[src/rtl/bin_to_bcd_seq.sv]
// Sequential 8-bit binary to 3-digit packed BCD converter (double dabble, one shift per clock).
// Optional BIN_TO_BCD_OVF_EN: registers an ovf flag when the result needs a hundreds digit.
module bin_to_bcd_seq (
   input  logic        clk,
   input  logic        rst,
   input  logic        in_valid,
   output logic        in_ready,
   input  logic [7:0]  in_bin,
   output logic        out_valid,
   input  logic        out_ready,
   output logic [11:0] out_bcd,
   output logic        ovf,
   output logic [1:0]  dbg_state
);

   // Handshakes: a transfer happens on a rising edge where valid && ready are both high.
   // in_ready is high only in IDLE (and never during reset); out_valid is high only in DONE.
   typedef enum logic [1:0] {
      S_IDLE  = 2'd0,
      S_SHIFT = 2'd1,
      S_DONE  = 2'd2
   } state_t;

   state_t      state_q, state_d;
   logic [19:0] sr_q, sr_d, sr_adj;
   logic [3:0]  cnt_q, cnt_d;
   logic [11:0] res_q, res_d;
`ifdef BIN_TO_BCD_OVF_EN
   logic        ovf_q, ovf_d;
`endif

   // Add-3 correction on each BCD digit independently before the shift.
   always_comb begin
      sr_adj = sr_q;
      for (int i = 0; i < 3; i++) begin
         if (sr_q[8+4*i +: 4] >= 4'd5)
            sr_adj[8+4*i +: 4] = sr_q[8+4*i +: 4] + 4'd3;
      end
   end

   always_comb begin
      state_d = state_q;
      sr_d    = sr_q;
      cnt_d   = cnt_q;
      res_d   = res_q;
`ifdef BIN_TO_BCD_OVF_EN
      ovf_d   = ovf_q;
`endif
      case (state_q)
         S_IDLE: begin
            if (in_valid) begin
               sr_d    = {12'h000, in_bin};
               cnt_d   = 4'd0;
               state_d = S_SHIFT;
            end
         end
         S_SHIFT: begin
            sr_d  = sr_adj << 1;
            cnt_d = cnt_q + 4'd1;
            if (cnt_q == 4'd7) begin
               res_d   = sr_d[19:8];
`ifdef BIN_TO_BCD_OVF_EN
               ovf_d   = (sr_d[19:16] != 4'd0);
`endif
               state_d = S_DONE;
            end
         end
         S_DONE: begin
            if (out_ready)
               state_d = S_IDLE;
         end
         default: state_d = S_IDLE;
      endcase
   end

   always_ff @(posedge clk or posedge rst) begin
      if (rst) begin
         state_q <= S_IDLE;
         sr_q    <= 20'h00000;
         cnt_q   <= 4'd0;
         res_q   <= 12'h000;
`ifdef BIN_TO_BCD_OVF_EN
         ovf_q   <= 1'b0;
`endif
      end else begin
         state_q <= state_d;
         sr_q    <= sr_d;
         cnt_q   <= cnt_d;
         res_q   <= res_d;
`ifdef BIN_TO_BCD_OVF_EN
         ovf_q   <= ovf_d;
`endif
      end
   end

   assign in_ready  = (state_q == S_IDLE) && !rst;
   assign out_valid = (state_q == S_DONE);
   assign out_bcd   = res_q;
   assign dbg_state = state_q;
`ifdef BIN_TO_BCD_OVF_EN
   assign ovf       = ovf_q;
`else
   assign ovf       = 1'b0;
`endif

endmodule

[config.mk]
export PLATFORM = sky130hd
export DESIGN_NAME = bin_to_bcd_seq
export DESIGN_NICKNAME = d
export VERILOG_FILES = /design/src/rtl/bin_to_bcd_seq.sv
export SDC_FILE = /design/constraint.sdc
export NUM_CORES = 1
export LEC_CHECK = 0
export ABC_AREA = 1
export BUFFER_PORTS_ARGS = -buffer_cell sky130_fd_sc_hd__buf_2
export CAP_MARGIN = 20
export CORE_UTILIZATION = 55
export DETAILED_ROUTE_END_ITERATION = 7
export PLACE_DENSITY = 0.76
export SLEW_MARGIN = 5
export SYNTH_ARGS = -nofsm -noshare
export SYNTH_HDL_FRONTEND = slang
export SYNTH_SLANG_ARGS = --single-unit
[constraint.sdc]
create_clock -name clk -period 2.7 [get_ports clk]
set_clock_uncertainty 0.1 [all_clocks]
set_input_delay 0.405 -clock clk [delete_from_list [all_inputs] [get_ports clk]]
set_output_delay 0.405 -clock clk [all_outputs]
set_load 0.01 [all_outputs]
# Word level (Yosys, flattened, before mapping)

Cells that the tools add are included.

Order comparisons: 3
Reduce and logical (&&, ||, !) cells: 7
Multipliers: 0
Muxes and demuxes: 11
Equal/unequal tests: 6
Bitwise logic cells: 0
$add $sub $neg: 4
Shifts and indexed selects: 0
Div/mod/pow operators: 0

Operator list:

| cell                | count |
|---|---|
| $pmux 20 s2         | 1 |
| $mux 20             | 1 |
| $ge 4x3->1 const B  | 3 |
| $mux 4              | 3 |
| $add 4x2->4 const B | 2 |
| $pmux 4 s2          | 1 |
| $mux 2              | 3 |
| $pmux 2 s3          | 1 |
| $add 4x1->4 const B | 1 |
| $eq 4x3->1 const B  | 1 |
| $ne 2x2->1 const B  | 2 |
| $reduce_and 2->1    | 2 |
| $add 3x2->3 const B | 1 |
| $mux 3              | 1 |
| $reduce_and 3->1    | 1 |
| $eq 2x1->1 const B  | 1 |
| $eq 2x2->1 const B  | 1 |
| $logic_not 2->1     | 1 |
| $ne 2x1->1 const B  | 1 |
| $reduce_bool 2->1   | 1 |
| $logic_and 1x1->1   | 1 |
| $logic_not 1->1     | 1 |

Bits in registers: 38
Bits in read-only memories: 0
Logic and storage cells: 35
Bits in writable memories: 0
Input port bits: 12
Memories kept: 0
Output and inout bits: 17
Bits in latches: 0

# Longest topological paths before layout

Word-level depth: 3
Depth in mapped cells: 9
Depth with buffers taken out: 9

# Worst setup path before layout

No wires, ideal clock.

Kind: reg2out
Start: register state_q[0] (netlist: dbg_state[0])
End: output in_ready
Path buffers: 1
Setup slack: 1.321 ns
Cell stages (with the launch flop): 3
Required time: 2.195 ns
Data arrival time: 0.874 ns
Path through: dfrtp_1 > buf_4 > nor3_1

Cells in the longest elaborated chain, start to end: 2

Ends and longest elaborated chain:

| element                | line | RTL |
|---|---|---|
| start, declared        | 24   | `state_t state_q, state_d;` |
| start signal, assigned | 86   | `state_q <= state_d;` |
| $logic_not 2->1        | 96   | `assign in_ready = (state_q == S_IDLE) && !rst;` |
| $logic_and 1x1->1      | 96   |  |
| end, declared          | 7    | `output logic in_ready,` |

No other way between the ends.

# Worst setup path in the final report

Same ends and word-level chain as after synthesis.

==> impl_metrics.toml <==
[status]
status = "finished, final reports clean"

[setup_path]
critPathLaunchType = "flip-flop"
worstSetupEndpointType = "primary output"
critPathRequiredTime_ps = 2190
path_max_fanout = 7
cp.arrival_ps = 1210
path_class = "reg -> out"

[global_routing]
grt_use_met3 = 0.06183
grt_usage = 0.2263
use_met1 = 0.2816
grt_max_degree = 39
antenna_found_initial = 0
grt.overflow.total = 0
grt_pass1_vias = 1409
use_met2 = 0.3626
grt_pass1_wl_mm = 5.899
busiest_layer = "met2"

[floorplan]
die_height_um = 60.61
coreArea_um2 = 3153
num_rows = 20
die_area_um2 = 3674
die_w_um = 60.61
ios = 29
start_util = 0.5992

[logic_synthesis]
synth_warnings = 0
synthCells = 225
synth_edf_count = 0
syn-cell-area_um2 = 1889
syn_area_per_cell_um2 = 8.397
synthTopCellsByArea = "dfrtp_1 (50%), nand2_1 (17%), nand3_1 (6.9%)"
ys_ff_latch = 38
synth_top_area_share = 0.5033
synth_seq_area_share = 0.5033
async_flop_share = 1.000
synth_cell_types = 25
yosysTopAreaCell = "dfrtp_1"
synth_flop_cell = "dfrtp_1"
syn_nets = 244

[finish]
drive_gt1_frac = 0.1875
nNetsFinal = 274
syn_to_final_growth_pct = 11.46
multi_input_area_um2 = 817.0
register_area_um2 = 950.9
diodes = 0
fill_cells = 311

[route]
wl_per_cell_um = 11.34
wl_mm = 3.403
vias = 1502
drc = 0
first_iter_violations = 90
via_per_inst = 5.007
firstDrtPassIters = 4
antenna_left = 0

[power]
peakVddDrop_v = 0.0004582
fin_total_pwr_w = 0.002350
leakage_nw = 1.143
powerDensity_nw_per_um2 = 1116

[place]
hpwl_mm = 2.436
portBuffers = 27
globalplace.congestion = 0.7962

[timing]
rsz0062_at_grt = "no"
setup_viol = 0
tns_ps = 0
maxSlewViolCount = 0
hold_violations = 0
max_freq_mhz = 584.3
min_period_ps = 1711
hold_ws_ps = 53.61
layout_worst_path_cycle_share = 0.6338

[clock_tree]
cts_tree = "built"
cts_buffer_depth = 2
cts_sinks = 38
post_cts_resize_count = 0
clk_latency_ps = 340
cts_max_level = 2
cts-root-buf = "clkbuf_4"
hold_buffers = 0
numCtsBuffers = 5
cts.reportedPaths.clkPinSlew_ps = 110
post_cts_buffers = 0

[min_path]
hold_class = "in -> async"

[job]
drv_cap = 0
[cell type report]
type / instances / area share
Sequential cell: 38 / 0.4516
Multi-Input combinational cell: 162 / 0.3880
Timing Repair Buffer: 28 / 0.06774
Inverter: 20 / 0.03803
Clock buffer: 7 / 0.02614
Tap cell: 44 / 0.02614
Clock inverter: 1 / 0.002377
[cell usage in the layout (no fill, tap or decap), types with 2 or more instances in the layout]
cell      netlist  layout
nand2_1        87      87
dfrtp_1        38      38
buf_2           0      27
nand3_1        26      26
inv_1          16      16
o21ai_0        13      13
ha_1            7       7
nor2_1          6       6
clkbuf_4        0       5
nand2_2         4       4
nand4_1         4       4
inv_2           3       3
o22ai_1         3       3
a21oi_1         2       2
[state kept, by name, summed over array words and instances (netlist names)]
signal / count
cnt_q: 4
dbg_state: 2
out_bcd: 12
sr_q: 20
[through the flow]
stage,instance area (um^2),setup slack [ps],utilization,instances
finish,2106,988.7,0.6679,300
global route,2106,919.6,0.6679,300
CTS,2106,968.9,0.6679,300
detailed placement,2046,1244,0.6488,292
global placement,2046,1251,0.6488,292
floorplan,1889,1321,-,225
[where the power goes]
group          switching [W]  internal (W)
combinational       0.000666      0.000389
clock               0.000182      0.000126
sequential          0.000178      0.000810
[kinds of logic after synthesis]
kind of cell | after synthesis | synth area share
and+or+nand+nor | 133 | 0.3225
DFF | 38 | 0.5033
buffers and inverters | 25 | 0.06424
AOI/OAI and AO/OA | 21 | 0.06159
adders and majority gates | 7 | 0.04636
other | 1 | 0.001985
[cell usage after synthesis, types with 2 or more instances]
cell type and number:
nand2_1 87, dfrtp_1 38, nand3_1 26, inv_1 16, o21ai_0 13, ha_1 7
nor2_1 6, buf_4 4, nand2_2 4, nand4_1 4, inv_2 3, o22ai_1 3
a21oi_1 2
[worst max-delay path, cell delays in order (launching register included)]
cell	delay (ps)
dfrtp_1	510
nor3_1	200
buf_2	150
[layer usage]
metal	share of wire	wire length (um)
met2	0.46	1572
met1	0.49	1653
met5	0	0
met4	0.019	63
met3	0.033	114
[final timing paths]
| path | startpoint | end | slack (ps) | depth (start not counted) |
|---|---|---|---|---|
| setup / recovery | dbg_state[0] | in_ready | 990 | 2 |
| hold / removal | rst | out_bcd[4] | 50 | 3 |
| setup reg to reg | sr_q[12] | sr_q[16] | 1220 | 7 |
| hold reg to reg | sr_q[0] | sr_q[0] | 380 | 2 |
| max in group asynchronous | rst | sr_q[15] | 2120 | 3 |
| min in group clk | out_ready | dbg_state[1] | 130 | 2 |
(Power assumes the default switching activity.)
